<file path="src/rtl/bcd_op_sequencer.sv">
// bcd_op_sequencer
//   Multi-cycle arithmetic controller for the calculator. One start pulse, sampled
//   while idle, computes add/sub/mul/div of two packed-BCD operands. All digit work
//   goes through a single shared BCD digit adder/subtractor, one digit per clock.
//
// Ports
//   clk, rst           clock, synchronous active-high reset
//   start, op          request pulse and operation (00 add, 01 sub, 10 mul, 11 div)
//   num1_bcd/num2_bcd  operands A/B, packed BCD, MSD in the top nibble
//   result_bcd         result magnitude; held until a new result is written
//   neg/ovf/err        sign (sub), overflow, divide-by-zero / illegal BCD
//   busy/done          handshake: busy from the cycle after start up to and
//                      including the one-cycle done pulse
//
// Build option
//   OPSEQ_BCD_CHECK_EN : when defined, operand nibbles > 9 abort in LOAD with
//                        err=1 and result 0 (same exit as divide by zero).
module bcd_op_sequencer #(
  parameter int DIGITS = 4
) (
  input  logic                  clk,
  input  logic                  rst,
  input  logic                  start,
  input  logic [1:0]            op,
  input  logic [4*DIGITS-1:0]   num1_bcd,
  input  logic [4*DIGITS-1:0]   num2_bcd,
  output logic [4*DIGITS-1:0]   result_bcd,
  output logic                  neg,
  output logic                  ovf,
  output logic                  err,
  output logic                  busy,
  output logic                  done
);

  localparam int W  = 4*DIGITS;
  localparam int W1 = W + 4;                  // one guard digit for the division remainder
  localparam int IW = $clog2(DIGITS+1) + 1;

  localparam logic [1:0] OP_ADD = 2'b00;
  localparam logic [1:0] OP_SUB = 2'b01;
  localparam logic [1:0] OP_MUL = 2'b10;
  localparam logic [1:0] OP_DIV = 2'b11;

  typedef enum logic [2:0] {IDLE, LOAD, DSTEP, SHIFT, CMP, FINISH} state_t;

  state_t          state_q, state_d;
  logic [1:0]      op_q;
  logic [W-1:0]    a_q, b_q, quo_q;
  logic [W1-1:0]   acc_q, addend_q;
  logic [IW-1:0]   di_q, bi_q, last_di;
  logic [3:0]      rep_q;
  logic            sub_q, cy_q, neg_q, ovf_q, err_q;

  // ---------------- shared BCD digit adder/subtractor ----------------
  logic [3:0] x_dig, y_raw, y_dig, s_dig;
  logic [4:0] sum5, adj;
  logic       cout;

  always_comb begin
    x_dig = acc_q[di_q*4 +: 4];
    y_raw = addend_q[di_q*4 +: 4];
    y_dig = sub_q ? (4'd9 - y_raw) : y_raw;   // nine's complement for subtraction
    sum5  = {1'b0, x_dig} + {1'b0, y_dig} + {4'b0, cy_q};
    adj   = sum5 - 5'd10;
    cout  = (sum5 > 5'd9);
    s_dig = cout ? adj[3:0] : sum5[3:0];
  end

  // Division passes run over the guard digit too; other passes cover DIGITS digits.
  assign last_di = (op_q == OP_DIV) ? IW'(DIGITS) : IW'(DIGITS-1);

  logic pass_end, b_zero, a_lt_b, rem_ge, cmp_go, bad_bcd, accept;

  assign pass_end = (di_q == last_di);
  assign b_zero   = (b_q == '0);
  assign a_lt_b   = (a_q < b_q);               // packed BCD orders like unsigned binary
  assign rem_ge   = (acc_q >= {4'b0, b_q});
  assign cmp_go   = (op_q == OP_MUL) ? (rep_q != 4'd0) : rem_ge;
  assign accept   = (state_q == IDLE) && start && !busy;

`ifdef OPSEQ_BCD_CHECK_EN
  function automatic logic has_bad(input logic [W-1:0] v);
    logic r;
    r = 1'b0;
    for (int k = 0; k < DIGITS; k++)
      if (v[k*4 +: 4] > 4'd9) r = 1'b1;
    return r;
  endfunction
  assign bad_bcd = has_bad(a_q) || has_bad(b_q);
`else
  assign bad_bcd = 1'b0;
`endif

  // ---------------- FSM ----------------
  always_ff @(posedge clk) begin
    if (rst) state_q <= IDLE;
    else     state_q <= state_d;
  end

  always_comb begin
    state_d = state_q;
    case (state_q)
      IDLE:   if (accept) state_d = LOAD;
      LOAD: begin
        if (bad_bcd || (op_q == OP_DIV && b_zero)) state_d = FINISH;
        else if (op_q == OP_ADD || op_q == OP_SUB)  state_d = DSTEP;
        else                                        state_d = SHIFT;
      end
      DSTEP:  if (pass_end) state_d = (op_q == OP_ADD || op_q == OP_SUB) ? FINISH : CMP;
      SHIFT:  state_d = CMP;
      CMP: begin
        if (cmp_go)              state_d = DSTEP;
        else if (bi_q == '0)     state_d = FINISH;
        else                     state_d = SHIFT;
      end
      FINISH: state_d = IDLE;
      default: state_d = IDLE;
    endcase
  end

  // ---------------- datapath and outputs ----------------
  always_ff @(posedge clk) begin
    if (rst) begin
      op_q <= '0; a_q <= '0; b_q <= '0; quo_q <= '0;
      acc_q <= '0; addend_q <= '0; di_q <= '0; bi_q <= '0; rep_q <= '0;
      sub_q <= 1'b0; cy_q <= 1'b0; neg_q <= 1'b0; ovf_q <= 1'b0; err_q <= 1'b0;
      result_bcd <= '0; neg <= 1'b0; ovf <= 1'b0; err <= 1'b0;
      busy <= 1'b0; done <= 1'b0;
    end else begin
      done <= 1'b0;
      if (done) busy <= 1'b0;

      case (state_q)
        IDLE: if (accept) begin
          op_q  <= op;
          a_q   <= num1_bcd;
          b_q   <= num2_bcd;
          neg_q <= 1'b0; ovf_q <= 1'b0; err_q <= 1'b0;
          neg   <= 1'b0; ovf   <= 1'b0; err   <= 1'b0;
          busy  <= 1'b1;
        end

        LOAD: begin
          bi_q  <= IW'(DIGITS-1);
          di_q  <= '0;
          quo_q <= '0;
          rep_q <= '0;
          if (bad_bcd) err_q <= 1'b1;
          case (op_q)
            OP_ADD: begin
              acc_q <= {4'b0, a_q}; addend_q <= {4'b0, b_q};
              sub_q <= 1'b0; cy_q <= 1'b0;
            end
            OP_SUB: begin
              // Always subtract the smaller magnitude; sign comes from the swap.
              if (a_lt_b) begin
                acc_q <= {4'b0, b_q}; addend_q <= {4'b0, a_q}; neg_q <= 1'b1;
              end else begin
                acc_q <= {4'b0, a_q}; addend_q <= {4'b0, b_q};
              end
              sub_q <= 1'b1; cy_q <= 1'b1;
            end
            OP_MUL: begin
              acc_q <= '0; addend_q <= {4'b0, a_q}; sub_q <= 1'b0;
            end
            default: begin
              if (b_zero) err_q <= 1'b1;
              acc_q <= '0; addend_q <= {4'b0, b_q}; sub_q <= 1'b1;
            end
          endcase
        end

        DSTEP: begin
          acc_q[di_q*4 +: 4] <= s_dig;
          cy_q <= cout;
          if (pass_end) begin
            di_q <= '0;
            // For sub passes the final carry only means "no borrow".
            if (cout && (op_q == OP_ADD || op_q == OP_MUL)) ovf_q <= 1'b1;
            if (op_q == OP_MUL) rep_q <= rep_q - 4'd1;
            if (op_q == OP_DIV) quo_q[3:0] <= quo_q[3:0] + 4'd1;
          end else begin
            di_q <= di_q + IW'(1);
          end
        end

        SHIFT: begin
          if (op_q == OP_MUL) begin
            if (acc_q[W-1 -: 4] != 4'd0) ovf_q <= 1'b1;
            acc_q <= {4'b0, acc_q[W-5:0], 4'b0};
            rep_q <= b_q[bi_q*4 +: 4];
          end else begin
            acc_q <= {acc_q[W1-5:0], a_q[bi_q*4 +: 4]};
            quo_q <= {quo_q[W-5:0], 4'b0};
          end
        end

        CMP: begin
          cy_q <= sub_q;                       // carry-in for the next pass
          di_q <= '0;
          if (!cmp_go && bi_q != '0) bi_q <= bi_q - IW'(1);
        end

        FINISH: begin
          if (err_q)                result_bcd <= '0;
          else if (op_q == OP_DIV)  result_bcd <= quo_q;
          else                      result_bcd <= acc_q[W-1:0];
          neg  <= neg_q && !err_q;
          ovf  <= ovf_q && !err_q;
          err  <= err_q;
          done <= 1'b1;
        end

        default: ;
      endcase
    end
  end

endmodule

</file>
<file path="config.mk">
export PLATFORM = sky130hd
export DESIGN_NAME = bcd_op_sequencer
export DESIGN_NICKNAME = d
export VERILOG_FILES = /design/src/rtl/bcd_op_sequencer.sv
export SDC_FILE = /design/constraint.sdc
export NUM_CORES = 1
export LEC_CHECK = 0
export CORE_ASPECT_RATIO = 0.7
export CORE_UTILIZATION = 35
export DETAILED_ROUTE_END_ITERATION = 6
export SLEW_MARGIN = 15
export SYNTH_ARGS = -nofsm -noshare
export SYNTH_HDL_FRONTEND = slang
export SYNTH_SLANG_ARGS = --single-unit
</file>
<file path="constraint.sdc">
create_clock -name clk -period 10.6 [get_ports clk]
set_input_delay 2.12 -clock clk [delete_from_list [all_inputs] [get_ports clk]]
set_output_delay 2.12 -clock clk [all_outputs]
set_load 0.01 [all_outputs]
</file>
==> out/metrics.yaml <==
min_path:
  hold_depth: 2
  hold_path_class: "flop to flop"
  holdCritStartpoint: "quo_q[14]"
  holdPathEnd: "quo_q[14]"
synthesis:
  yosys_warnings: 0
  ys_seq_area_frac: 0.3333
  synth-compound-area-share: 0.2167
  synth_top_family_by_area: "compound AO/OA/AOI/OAI gates"
  synth_area_leader_cell: "dfxtp_1"
  ys.flop_type: "dfxtp_1"
  ys_ff_latch: 127
  synth_edf_count: 0
  synth.avg_cell_area_sq_um: 8.210
  synth-simple-area-share: 0.2082
  synth_area_leaders: "dfxtp_1 (33%), ha_1 (7.7%), a21oi_1 (6.7%)"
  yosysUniqueCellTypes: 75
  synthMuxAreaShare: 0.07972
  syn_area_sq_um: 7627
  synth_xor_xnor_area_share: 0.01247
  synthArstFlopShare: 0
  syn_inst: 929
  syn-num-nets: 1015
  yosys.area.top_type_share: 0.3333
  synth_fa_ha_area_frac: 0.08235
critical_path:
  cp_data_required_time_ps: 10950
  start_kind: "flop"
  rrSetupSlack_ps: 5790
  r2r-start: "di_q[0]"
  worst_setup_path_end_kind: "flop"
  worst-setup-path-type: "flop to flop"
  worstPathMaxFanout: 23
  r2r_end: "acc_q[6]"
  cp-startpoint: "di_q[0]"
  cp.arrival_ps: 5150
  r2r_cells: 15
sta:
  final.setup.tns_ps: 0
  worst_pin_slew_ps: 1084
  period_needed_ps: 4807
  setup_viol: 0
  finalMaxSlewViolations: 0
  slew_headroom: 0.2749
  hold_viol_final: 0
  fmax_mhz: 208.1
  final.setup_skew_ps: 6.542
  finalCritPeriodShare: 0.4534
  rsz0062_at_grt: "no"
layout:
  multi_input_comb_area_sq_um: 4572
  final_area_sq_um: 8926
  post-route-util: 0.4244
  synthToLayoutAreaGrowth_pct: 17.03
  nets: 1041
  nFillCells: 2144
  regArea_sq_um: 2542
  antenna_cells: 0
  layout-drive-gt1-share: 0.08574
power_and_ir_drop:
  leakagePower_nw: 3.380
  ir_worst_vdd_mv: 0.1604
  power_density_nw_per_um2: 268.8
  totalPowerFinal_mw: 2.399
floorplanning:
  ios: 58
  core_area_sq_um: 21030
  die_x_um: 178.4
  design.die.area_sq_um: 22400
  die_h_um: 125.5
  initial_core_util: 0.3627
  fp-row-count: 44
clock_tree:
  clockBufferDepth: 2
  cts_sinks: 127
  clock_latency_ps: 430
  cts_root_buffer: "clkbuf_16"
  clkTransAtPathRegs_ps: 70
  cts_hold_buffers: 0
  cts_buffers: 17
  cts.repair.resized: 0
  post_cts_buffers: 0
  cts_tree: "built"
  cts_max_level: 4
global_routing:
  first_global_vias: 6779
  grt_max_degree: 74
  overflow: 0
  grt_pass1_wl_um: 40080
  grt_usage: 0.2377
  antenna_found_initial: 0
detailed_routing:
  ant_nets: 0
  via_per_inst: 5.846
  wire_per_inst_um: 20.66
  wl_um: 25710
  vias: 7272
  drt_iter0_markers: 828
  firstDrtPassIters: 7
  route.detailed.drc: 2
outcome:
  status: "finished, violations left"
  violations: "design-rule violations"
place:
  portBuffers: 57
  placed_area_sq_um: 8335
  dp_hpwl_um: 18390
  gp_congestion: 0.9216
job:
  maxCapViolCount: 0
layer usage:
metal  wire (um)  global-route usage
met1       12420              0.3518
met2        9786              0.3080
met3        2846             0.08972
met4         656             0.07777
met5           0                   0
state kept, by name, indices dropped and copies added, names as in the netlist:
name / count
acc_q: 20
a_q: 16
addend_q: 16
b_q: 16
quo_q: 16
result_bcd: 16
bi_q: 4
di_q: 4
rep_q: 4
state_q: 3
op_q: 2
busy: 1
cy_q: 1
done: 1
err: 1
err_q: 1
neg: 1
neg_q: 1
ovf: 1
ovf_q: 1
sub_q: 1
cells in the mapped netlist (4+ instances only):
cell type  instances
dfxtp_1          127
nand2_1          116
a21oi_1          102
nor2_1            87
inv_1             56
ha_1              47
clkbuf_1          42
nor3_1            35
nand3_1           33
mux2i_1           21
a222oi_1          17
a31oi_1           16
o21ai_0           16
a221oi_1          15
mux4_2            15
nand4_1           11
nor2b_1           10
a21o_1             9
and3_1             9
buf_1              9
nand2b_1           9
a211oi_1           8
a311oi_1           8
nor4_1             7
xor2_1             6
buf_2              5
buf_6              4
nand3b_1           4
o21a_1             4
o21ai_1            4
layout by cell type (no fill, tap or decap), drive strengths merged, types with 4 or more instances in the layout:
cell / n
a311oi: 8
o21a: 4
nand2: 116
a221oi: 15
mux2i: 21
mux4: 15
a31oi: 17
nor4: 7
nor2: 87
mux2: 5
nor2b: 10
nand4: 11
a2111oi: 4
nand3b: 4
a211oi: 8
clkdlybuf4s50: 56
nand2b: 9
or2: 4
a222oi: 17
o21ai: 21
and3: 9
inv: 67
clkbuf: 17
ha: 47
dfxtp: 127
nand3: 33
xor2: 7
buf: 14
a21o: 9
a21boi: 4
a21oi: 104
nor3: 35
logic make-up after synthesis:
family | after synthesis
AND/OR/NAND/NOR | 341
AO/OA/AOI/OAI | 242
flip-flops | 127
buffers and inverters | 119
adder cells (fa/ha/maj) | 49
multiplexers | 41
XOR/XNOR | 10
worst max-delay path, stage by stage, from the launching register on:
cell	delay (ps)
dfxtp_1	920
mux4_2	610
nor2b_1	140
a31o_2	220
nand2_1	80
fa_1	160
inv_1	70
fa_1	400
xor2_1	310
inv_1	130
ha_1	240
a21o_1	200
o21ai_2	250
mux2_4	350
or3_1	370
a311oi_1	250
power by group:
part | total [mW] | switching (mW) | internal, mW
combinational | 1.07 | 0.661 | 0.411
sequential | 0.721 | 0.172 | 0.549
clock | 0.606 | 0.269 | 0.336
total | 2.40 | 1.10 | 1.30
how the worst max path moves through the flow:
stage                          end  slack (ps)  cells past startpoint
final                     acc_q[6]        5790                     15
after global routing      acc_q[6]        5440                     15
after detailed placement  acc_q[6]        5810                     15
after floorplan           acc_q[6]        6410                     16
after CTS                 acc_q[6]        5790                     15
after global placement    acc_q[6]        5960                     15
layout make-up:
| class | instances | area share |
|---|---|---|
| clock buffers | 17 | 0.04766 |
| multi-input cells | 683 | 0.5122 |
| flip-flops and latches | 127 | 0.2848 |
| inverters | 56 | 0.02355 |
| clock inverters | 15 | 0.01850 |
| repair buffers | 70 | 0.07457 |
| well taps | 276 | 0.03869 |
through the flow:
step,hold WS [ps],std cells,setup WS [ps]
2_1_floorplan,432.7,929,6413
3_3_place_gp,454.9,1212,5955
3_5_place_dp,459.9,1212,5814
4_1_cts,468.8,1244,5791
5_1_grt,485.1,1244,5441
6_report,466.0,1244,5793
No activity file was read; power rests on OpenSTA's default activity.
